<file path="config.mk">
export PLATFORM = sky130hd
export DESIGN_NAME = timer_cmp_irq
export DESIGN_NICKNAME = d
export VERILOG_FILES = /design/src/rtl/timer_cmp_pkg.sv /design/src/rtl/timer_cmp_irq.sv
export SDC_FILE = /design/constraint.sdc
export NUM_CORES = 1
export LEC_CHECK = 0
export CAP_MARGIN = 5
export CORE_MARGIN = 2
export CORE_UTILIZATION = 54
export DETAILED_ROUTE_END_ITERATION = 8
export DONT_BUFFER_PORTS = 1
export PLACE_DENSITY = 0.7
export SYNTH_ARGS = -nofsm -noshare
export SYNTH_HDL_FRONTEND = slang
export SYNTH_SLANG_ARGS = --single-unit
</file>
<file path="constraint.sdc">
create_clock -name clock -period 3.1 [get_ports clock]
set_clock_uncertainty 0.2 [all_clocks]
set_input_delay 0.62 -clock clock [delete_from_list [all_inputs] [get_ports clock]]
set_output_delay 0.62 -clock clock [all_outputs]
set_load 0.05 [all_outputs]
</file>
<file path="src/rtl/timer_cmp_pkg.sv">
// Shared constants for the timer compare/interrupt stage: register map,
// CTRL/STATUS bit positions and the compare FSM state encoding.
package timer_cmp_pkg;

   localparam logic [1:0] ADDR_CTRL   = 2'd0;
   localparam logic [1:0] ADDR_CMP    = 2'd1;
   localparam logic [1:0] ADDR_PERIOD = 2'd2;
   localparam logic [1:0] ADDR_STATUS = 2'd3;

   localparam int CTRL_EN       = 0;
   localparam int CTRL_PERIODIC = 1;
   localparam int CTRL_IE       = 2;

   localparam int STS_PEND     = 0;
   localparam int STS_OVR      = 1;
   localparam int STS_MCNT_LSB = 8;
   localparam int STS_MCNT_CLR = 31;

   typedef enum logic [1:0] {
      ST_IDLE  = 2'd0,
      ST_ARMED = 2'd1,
      ST_FIRED = 2'd2
   } cmp_state_e;

endpackage

</file>
<file path="src/rtl/timer_cmp_irq.sv">
// Compares the free-running timer count against a programmable deadline and
// raises a level interrupt; periodic mode advances the deadline in place.
module timer_cmp_irq
   import timer_cmp_pkg::*;
#(
   parameter int DATA_W = 32,
   parameter int MCNT_W = 8
) (
   input  logic              clock,
   input  logic              resetn,
   input  logic [1:0]        address,
   input  logic [DATA_W-1:0] writedata,
   input  logic              write,
   input  logic              read,
   input  logic              chipselect,
   output logic [DATA_W-1:0] readdata,
   output logic              waitrequest,
   input  logic [DATA_W-1:0] count_in,
   output logic              irq
);

   localparam logic [MCNT_W-1:0] MCNT_MAX = {MCNT_W{1'b1}};
   localparam logic [MCNT_W-1:0] MCNT_ONE = {{(MCNT_W-1){1'b0}}, 1'b1};

   cmp_state_e        r_state, w_state_nxt;
   logic              r_en, r_per, r_ie, r_pend, r_ovr, r_irq;
   logic [DATA_W-1:0] r_cmp, r_period;
   logic [MCNT_W-1:0] r_mcnt;

   logic              w_wr, w_wr_ctrl, w_wr_cmp, w_wr_period, w_wr_status;
   logic              w_en_off, w_hit, w_reload, w_pend_clr;
   logic              w_en_nxt, w_per_nxt, w_ie_nxt, w_pend_nxt, w_ovr_nxt;
   logic [DATA_W-1:0] w_diff, w_cmp_nxt, w_period_nxt, w_ctrl, w_status, w_rsel;
   logic [MCNT_W-1:0] w_mcnt_base, w_mcnt_nxt;

   assign w_wr        = write & chipselect;
   assign w_wr_ctrl   = w_wr & (address == ADDR_CTRL);
   assign w_wr_cmp    = w_wr & (address == ADDR_CMP);
   assign w_wr_period = w_wr & (address == ADDR_PERIOD);
   assign w_wr_status = w_wr & (address == ADDR_STATUS);
   assign w_en_off    = w_wr_ctrl & ~writedata[CTRL_EN];

   // Wrap-safe compare: the deadline is reached once count - cmp is non-negative.
   assign w_diff = count_in - r_cmp;
   assign w_hit  = (r_state == ST_ARMED) & ~w_diff[DATA_W-1]
                 & ~w_wr_cmp & ~w_wr_period & ~w_en_off;
   assign w_reload   = w_hit & r_per & (r_period != {DATA_W{1'b0}});
   assign w_pend_clr = w_wr_status & writedata[STS_PEND];

   // Next values of all architectural registers, including the FSM.
   always_comb begin
      w_state_nxt  = r_state;
      w_en_nxt     = w_wr_ctrl ? writedata[CTRL_EN]       : r_en;
      w_per_nxt    = w_wr_ctrl ? writedata[CTRL_PERIODIC] : r_per;
      w_ie_nxt     = w_wr_ctrl ? writedata[CTRL_IE]       : r_ie;
      w_period_nxt = w_wr_period ? writedata : r_period;
      w_cmp_nxt    = w_wr_cmp ? writedata : (w_reload ? r_cmp + r_period : r_cmp);
      w_pend_nxt   = w_hit | (r_pend & ~w_pend_clr);
      w_ovr_nxt    = (w_hit & r_pend & ~w_pend_clr)
                   | (r_ovr & ~(w_wr_status & writedata[STS_OVR]));
      w_mcnt_base  = (w_wr_status & writedata[STS_MCNT_CLR]) ? {MCNT_W{1'b0}} : r_mcnt;
      w_mcnt_nxt   = (w_hit && (w_mcnt_base != MCNT_MAX)) ? w_mcnt_base + MCNT_ONE
                                                          : w_mcnt_base;
      case (r_state)
         ST_IDLE: begin
            if (w_wr_ctrl & writedata[CTRL_EN]) w_state_nxt = ST_ARMED;
            else                                w_state_nxt = ST_IDLE;
         end
         ST_ARMED: begin
            if (w_en_off)                w_state_nxt = ST_IDLE;
            else if (w_hit & ~w_reload)  w_state_nxt = ST_FIRED;
            else                         w_state_nxt = ST_ARMED;
         end
         ST_FIRED: begin
            if (w_en_off)             w_state_nxt = ST_IDLE;
            else if (w_wr_cmp & r_en) w_state_nxt = ST_ARMED;
            else                      w_state_nxt = ST_FIRED;
         end
         default: w_state_nxt = ST_IDLE;
      endcase
   end

   // Register state update with synchronous active-low reset.
   always_ff @(posedge clock) begin
      if (!resetn) begin
         r_state  <= ST_IDLE;
         r_en     <= 1'b0;
         r_per    <= 1'b0;
         r_ie     <= 1'b0;
         r_cmp    <= {DATA_W{1'b0}};
         r_period <= {DATA_W{1'b0}};
         r_pend   <= 1'b0;
         r_ovr    <= 1'b0;
         r_mcnt   <= {MCNT_W{1'b0}};
         r_irq    <= 1'b0;
      end else begin
         r_state  <= w_state_nxt;
         r_en     <= w_en_nxt;
         r_per    <= w_per_nxt;
         r_ie     <= w_ie_nxt;
         r_cmp    <= w_cmp_nxt;
         r_period <= w_period_nxt;
         r_pend   <= w_pend_nxt;
         r_ovr    <= w_ovr_nxt;
         r_mcnt   <= w_mcnt_nxt;
         r_irq    <= w_pend_nxt & w_ie_nxt;
      end
   end

   // Register read mux; unused bits read as zero.
   always_comb begin
      w_ctrl                          = {DATA_W{1'b0}};
      w_ctrl[CTRL_EN]                 = r_en;
      w_ctrl[CTRL_PERIODIC]           = r_per;
      w_ctrl[CTRL_IE]                 = r_ie;
      w_status                        = {DATA_W{1'b0}};
      w_status[STS_PEND]              = r_pend;
      w_status[STS_OVR]               = r_ovr;
      w_status[STS_MCNT_LSB +: MCNT_W] = r_mcnt;
      case (address)
         ADDR_CTRL:   w_rsel = w_ctrl;
         ADDR_CMP:    w_rsel = r_cmp;
         ADDR_PERIOD: w_rsel = r_period;
         ADDR_STATUS: w_rsel = w_status;
         default:     w_rsel = {DATA_W{1'b0}};
      endcase
   end

   assign readdata    = (read & chipselect) ? w_rsel : {DATA_W{1'b0}};
   assign waitrequest = 1'b0;
   assign irq         = r_irq;

endmodule

</file>
==> run metrics, run 1 <==
pwr dens around 330 nW/um^2; Final Net Count around 1k; crit path DAT just over 3000 ps; RSZ-0062 raised after global routing yes; cell count after synthesis around 820; cell accounting for the most synthesized area dfxtp_1; Worst path slowest cell or4_4; clk slew on worst S/H paths approximately 60 ps; cell mode on critical path o211ai_1; clk sinks 80; CTS tree done; CTS root buf clkbuf_16; Post-Route WL about 21000 um; Slew Limit Fails 0; vias in the first global route 6362; setup TNS 0 ps; chip width about 110 um; H-Tree Depth 3; global placer's final weighted congestion 0.9771; switching power about 0.66 mW; die area approximately 13000 um^2; Comb pwr share roughly an eighth; Largest stage delay, worst path approximately 570 ps; Overflow after GRT 0; main area contributors after synthesis dfxtp_1 25%, ha_1 12%, a21oi_1 7.8%; Max-slew headroom ~50%; commonest cells in the netlist 118 x nand2_1, 98 x a21oi_1, 80 x dfxtp_1; top-count cell post-synth nand2_1; share of cells above drive strength 1 approximately 17%; worst skew pair latency 350 ps; Die Height ~110 um; final setup violation count 0; status complete, no violations; Final ANT Viol Nets 0; Worst Path Max Fanout 4; mean post-synth cell area approximately 7.7 um^2; DR vias/cell roughly 6.4; post-DP HPWL approximately 15000 um; Fillers 999; Min-Delay Path Class input port to flop; core area ~11000 um^2; Tot GR Track Use ~33%; Yosys reg bits 80; Seq pwr share a little over two fifths; cell row count 39; I/O Pins about 110; fraction of registers with async set/reset 0%; Worst Path Required ~3200 ps; CP top delay family simple AND/OR/NAND/NOR gates; Tcrit/Tclk final between 90% and 100%; starting density of the core between 50% and 60%; Yosys cell types 69; first-pass GRT wire length 32810 um; Lkg Pwr slightly below 3 nW; Achievable Freq 0.3333 GHz; Synth Net Count around 960; min Tclk post-route between 3000 and 4000 ps; Seq/Total Area, Yosys 25.38%; Syn. warnings 0; PortBufs 0; Least-Margin Pin Slew between 700 and 800 ps; clock power share between 40% and 50%; Clock Path Buffers 2; Synth Flop Type dfxtp_1; CP cell instances inv_1 > ha_1 > nand4_1 > or4_4 > o21ai_2 > o211ai_1 > buf_4 > and2_2 > or3_1 > o211ai_1; # Max-Cap Violations 0; Cell Area, Synth 6311 um^2; Layout area overhead 16.55%; ANT cells 0; Setup Crit Path Kind flop to flop; 1st-iter DRT viols ~620; CTS buffer count 9; Residual DRC 0; Net Sw Frac 27.05%; per-cell routed wire length 20.14 um; CP endpoint kind flop; drt first pass iters 6; antenna violations before repair 0; CP Buf/Inv Count 2; top cell type's share of synthesized area between 20% and 30%; Fin. Hold Viols 0; Final Hold Slack roughly 190 ps; internal power approximately 1.8 mW; pin count of the biggest net entering global routing 33; worst ir drop on vdd roughly 0.43 mV; vias between 6k and 7k; number of flops mapped to enable cells by yosys 0; CP Launch Type flop
[flip-flops by register name, indices dropped and copies added, names as in the netlist]
register,flops
r_cmp,32
r_period,32
r_mcnt,8
r_state,2
irq,1
r_en,1
r_ie,1
r_ovr,1
r_pend,1
r_per,1
[kinds of logic (layout without fill, tap and decap cells)]
kind of cell             Yosys count  count (layout)  share of synthesized area, %
AND/OR/NAND/NOR                  282             283                         20.74
AO/OA/AOI/OAI                    265             265                         28.67
buffers and inverters             88             150                         5.690
flip-flops                        80              80                         25.38
adder cells (fa/ha/maj)           63              63                         12.61
XOR/XNOR                          26              26                         3.608
multiplexers                      17              17                         3.251
other                              1               1                       0.05942
[worst reg2reg max path, cell delays in order, from the launching register on]
cell and delay [ps]:
dfxtp_1 450, inv_1 80, ha_1 300, nand4_1 160, or4_4 570, o21ai_2 220, o211ai_1 120, buf_4 170
and2_2 200, or3_1 370, o211ai_1 80
[stage by stage]
step | cell area (um^2) | util [%] | worst slack (ps) | cells | total power [mW]
finish | 7356 | 64.42 | 99.49 | 1028 | 2.438
detailed placement | 7024 | 61.52 | -121.8 | 1009 | 1.408
global route | 7356 | 64.42 | -14.67 | 1028 | 2.525
floorplan | 6336 | - | 67.40 | 822 | 1.318
global placement | 7024 | 61.52 | -51.51 | 1009 | 1.396
CTS | 7310 | 64.01 | 28.41 | 1025 | 2.441
[layer usage]
metal | GRT usage, % | vias up | wire length, um
met5 | 0 | - | 0
met4 | 12.36 | 0 | 711
li1 | - | 3107 | -
met2 | 51.45 | 348 | 9413
met1 | 42.73 | 3098 | 8519
met3 | 9.395 | 61 | 2060
[power by group through the flow]
stage | combinational (mW) | clock [mW] | sequential (mW)
after CTS | 0.316 | 1.05 | 1.07
final | 0.321 | 1.04 | 1.07
after floorplan | 0.231 | 0 | 1.09
after detailed placement | 0.314 | 0 | 1.09
after global placement | 0.303 | 0 | 1.09
after global routing | 0.354 | 1.10 | 1.07
[final timing paths]
check / startpoint / end / depth (start not counted) / slack [ps]
worst max-delay path: r_cmp[14]$_SDFFE_PN0P_ / r_cmp[24]$_SDFFE_PN0P_ / 10 / 100
worst min register to register: r_state[1]$_SDFF_PN0_ / r_state[0]$_SDFF_PN0_ / 1 / 290
worst min-delay path: resetn / r_state[1]$_SDFF_PN0_ / 1 / 190
worst max register to register: r_cmp[14]$_SDFFE_PN0P_ / r_cmp[24]$_SDFFE_PN0P_ / 10 / 100
[layout by cell type, fill, tap and decap left out, types with 6 or more instances in the layout]
cell type	n
and2_1	7
mux2_2	8
nand2_1	117
inv_1	43
mux2i_1	7
nor2_2	10
dfxtp_1	78
a31oi_1	9
nor3_1	7
nand3_1	37
nor4_1	9
clkbuf_16	9
xnor2_1	16
o211ai_1	12
nor2_1	43
and3_1	9
xor2_1	10
o21ai_0	22
nand4_1	10
o21a_1	9
a22oi_1	49
a21oi_1	98
ha_1	62
buf_4	86
nor2b_1	7
a21o_1	12
nand2b_1	6
[area by class of cell]
cell class / count / area (um^2) / area share (%)
clock buffer: 13 / 270.3 / 3.674
clock inverter: 3 / 15.01 / 0.2041
inverter: 44 / 165.2 / 2.245
multi-input combinational: 655 / 4405 / 59.89
sequential: 80 / 1604 / 21.81
tap: 143 / 178.9 / 2.432
timing repair buffer: 90 / 716.9 / 9.747
[what timing repair did]
action	CTS	global route
endpoints found under the setup margin	0	36
hold buffers	0	0
buffers inserted	0	2
gates resized for setup	0	10
Note: power is estimated with default switching activity, not from simulation.
==> inputs of run 2 (changes only) <==
CORE_MARGIN = 4   (was 2)
==> run 2 against run 1 <==
  * Critical path depth unchanged
  * Routed wire length fell by 1.9%
  * Worst hold slack better by 18 ps
  * Count of clock-buffer cells in the layout is the same
  * First-iteration DRC count fell by 1.8%
  * Sequential power hardly changed
==> run metrics, run 2 (synthesis results as in run 1) <==
met3 wire length 1955 um; CP Buf/Inv Count 2; Worst Path Max Fanout 7; Placed Cells 1010; Largest regs r_cmp (32), r_period (32), r_mcnt (8); hold path depth 1; antenna violations before repair 0; final core occ around 65%; post-DP HPWL between 15000 and 20000 um; Worst path slowest cell or4_4; CTS buffer count 9; Clock Path Buffers 2; Least-Margin Pin Slew between 700 and 800 ps; min Tclk post-route ~3000 ps; Slew Limit Fails 0; Tcrit/Tclk final 96.64%; setup slack at placement -176.1 ps; RSZ-0062 raised after global routing yes; CP cell instances inv_1 > ha_1 > nand4_1 > or4_4 > o21ai_4 > o211ai_1 > buf_4 > and2_4 > or3_1 > o211ai_1; # Max-Cap Violations 0; CTS root buf clkbuf_16; RR Startpoint r_cmp[16]$_SDFFE_PN0P_; Min-Delay Path Class input port to flop; ANT cells 0; per-cell routed wire length ~20 um; Fin. Hold Viols 0; met2 WL between 9000 and 10000 um; setup TNS 0 ps; critical path depth 10; drt first pass iters 6; Residual DRC 0; pwr dens roughly 340 nW/um^2; Max-slew headroom between 50% and 60%; Tot GR Track Use between 30% and 40%; Worst Path Required 3150 ps; Achievable Freq approximately 0.33 GHz; 1st-iter DRT viols about 610; R2R depth 10; DR vias/cell around 6.4; Post-Route WL between 20000 and 25000 um; Final Net Count about 1k; Setup Crit Path Kind flop to flop; hold path endpoint r_state[1]$_SDFF_PN0_; Layout area overhead 17.11%; vias approximately 6.6k; CP endpoint kind flop; Power, Total 2.484 mW; pin count of the biggest net entering global routing 36; r2r endpoint r_cmp[24]$_SDFFE_PN0P_; reg2reg setup slack between 100 and 150 ps; H-Tree Depth 3; Largest stage delay, worst path about 620 ps; most common cell after layout, fill and taps aside nand2_1; final setup margin approximately 100 ps; cell row count 39; worst ir drop on vdd ~0.40 mV; vias in the first global route ~6.5k; clk sinks 80; die area ~13000 um^2; starting density of the core 55.27%; Die Height about 120 um; clk slew on worst S/H paths 60 ps; CTS tree done; top layer reached by signal wires met4; global placer's final weighted congestion 0.9639; wire length on met1 about 8400 um; Overflow after GRT 0; core area approximately 11000 um^2; share of cells above drive strength 1 17.63%; Final ANT Viol Nets 0; first-pass GRT wire length 31960 um; status complete, no violations; chip width approximately 120 um; crit path DAT roughly 3100 ps; worst skew pair latency roughly 340 ps; fin cells 1028; cell mode on critical path o211ai_1; CP top delay family simple AND/OR/NAND/NOR gates; worst hold start resetn; PortBufs 0; commonest cells after routing, fill and taps aside 118 x nand2_1, 97 x a21oi_1, 88 x buf_4; Fillers between 1k and 1.5k; Lkg Pwr slightly below 3 nW; I/O Pins between 100 and 150; CP Launch Type flop; final setup violation count 0
==> run 2: worst max-delay path by stage <==
stage | end | startpoint
6_report | r_cmp[24]$_SDFFE_PN0P_ | r_cmp[16]$_SDFFE_PN0P_
2_1_floorplan | r_mcnt[5]$_SDFF_PN0_ | address[0]
3_3_place_gp | r_cmp[24]$_SDFFE_PN0P_ | count_in[18]
5_1_grt | r_cmp[30]$_SDFFE_PN0P_ | r_cmp[26]$_SDFFE_PN0P_
3_5_place_dp | r_cmp[24]$_SDFFE_PN0P_ | count_in[18]
4_1_cts | r_state[0]$_SDFF_PN0_ | r_cmp[18]$_SDFFE_PN0P_
==> run 2: cell type report <==
cell class,instances,area (um^2),area share [%]
clock inverters,3,40.04,0.5417
flip-flops and latches,80,1608,21.75
repair buffers,91,720.7,9.751
multi-input cells,654,4418,59.78
clock buffers,13,260.3,3.521
inverters,44,165.2,2.235
well taps,143,178.9,2.421
==> run 2: where the power goes <==
part / switching (mW) / total (mW) / leakage (nW) / internal (mW)
clock: 0.421 / 1.09 / 0.150 / 0.666
sequential: 0.0226 / 1.07 / 0.649 / 1.05
combinational: 0.198 / 0.325 / 2.10 / 0.128
==> run 2: stage by stage <==
step,cell area [um^2],hold slack (ps)
global route,7391,207.6
global placement,7032,271.9
detailed placement,7032,284.1
CTS,7340,197.1
finish,7391,204.5
floorplan,6336,250.2
==> run 2: what timing repair did <==
item | 4_1_cts | 5_1_grt
pin swaps | 0 | 8
endpoints found under the hold margin | 0 | 0
endpoints found under the setup margin | 1 | 40
resized for setup | 2 | 13
hold buffers | 0 | 0
setup buffers | 0 | 2
==> run 2: per-layer routing <==
metal / GRT usage (%) / vias up
li1: - / 3115
met4: 9.899 / 0
met3: 6.269 / 37
met1: 39.71 / 3111
met5: 0 / -
met2: 49.37 / 314
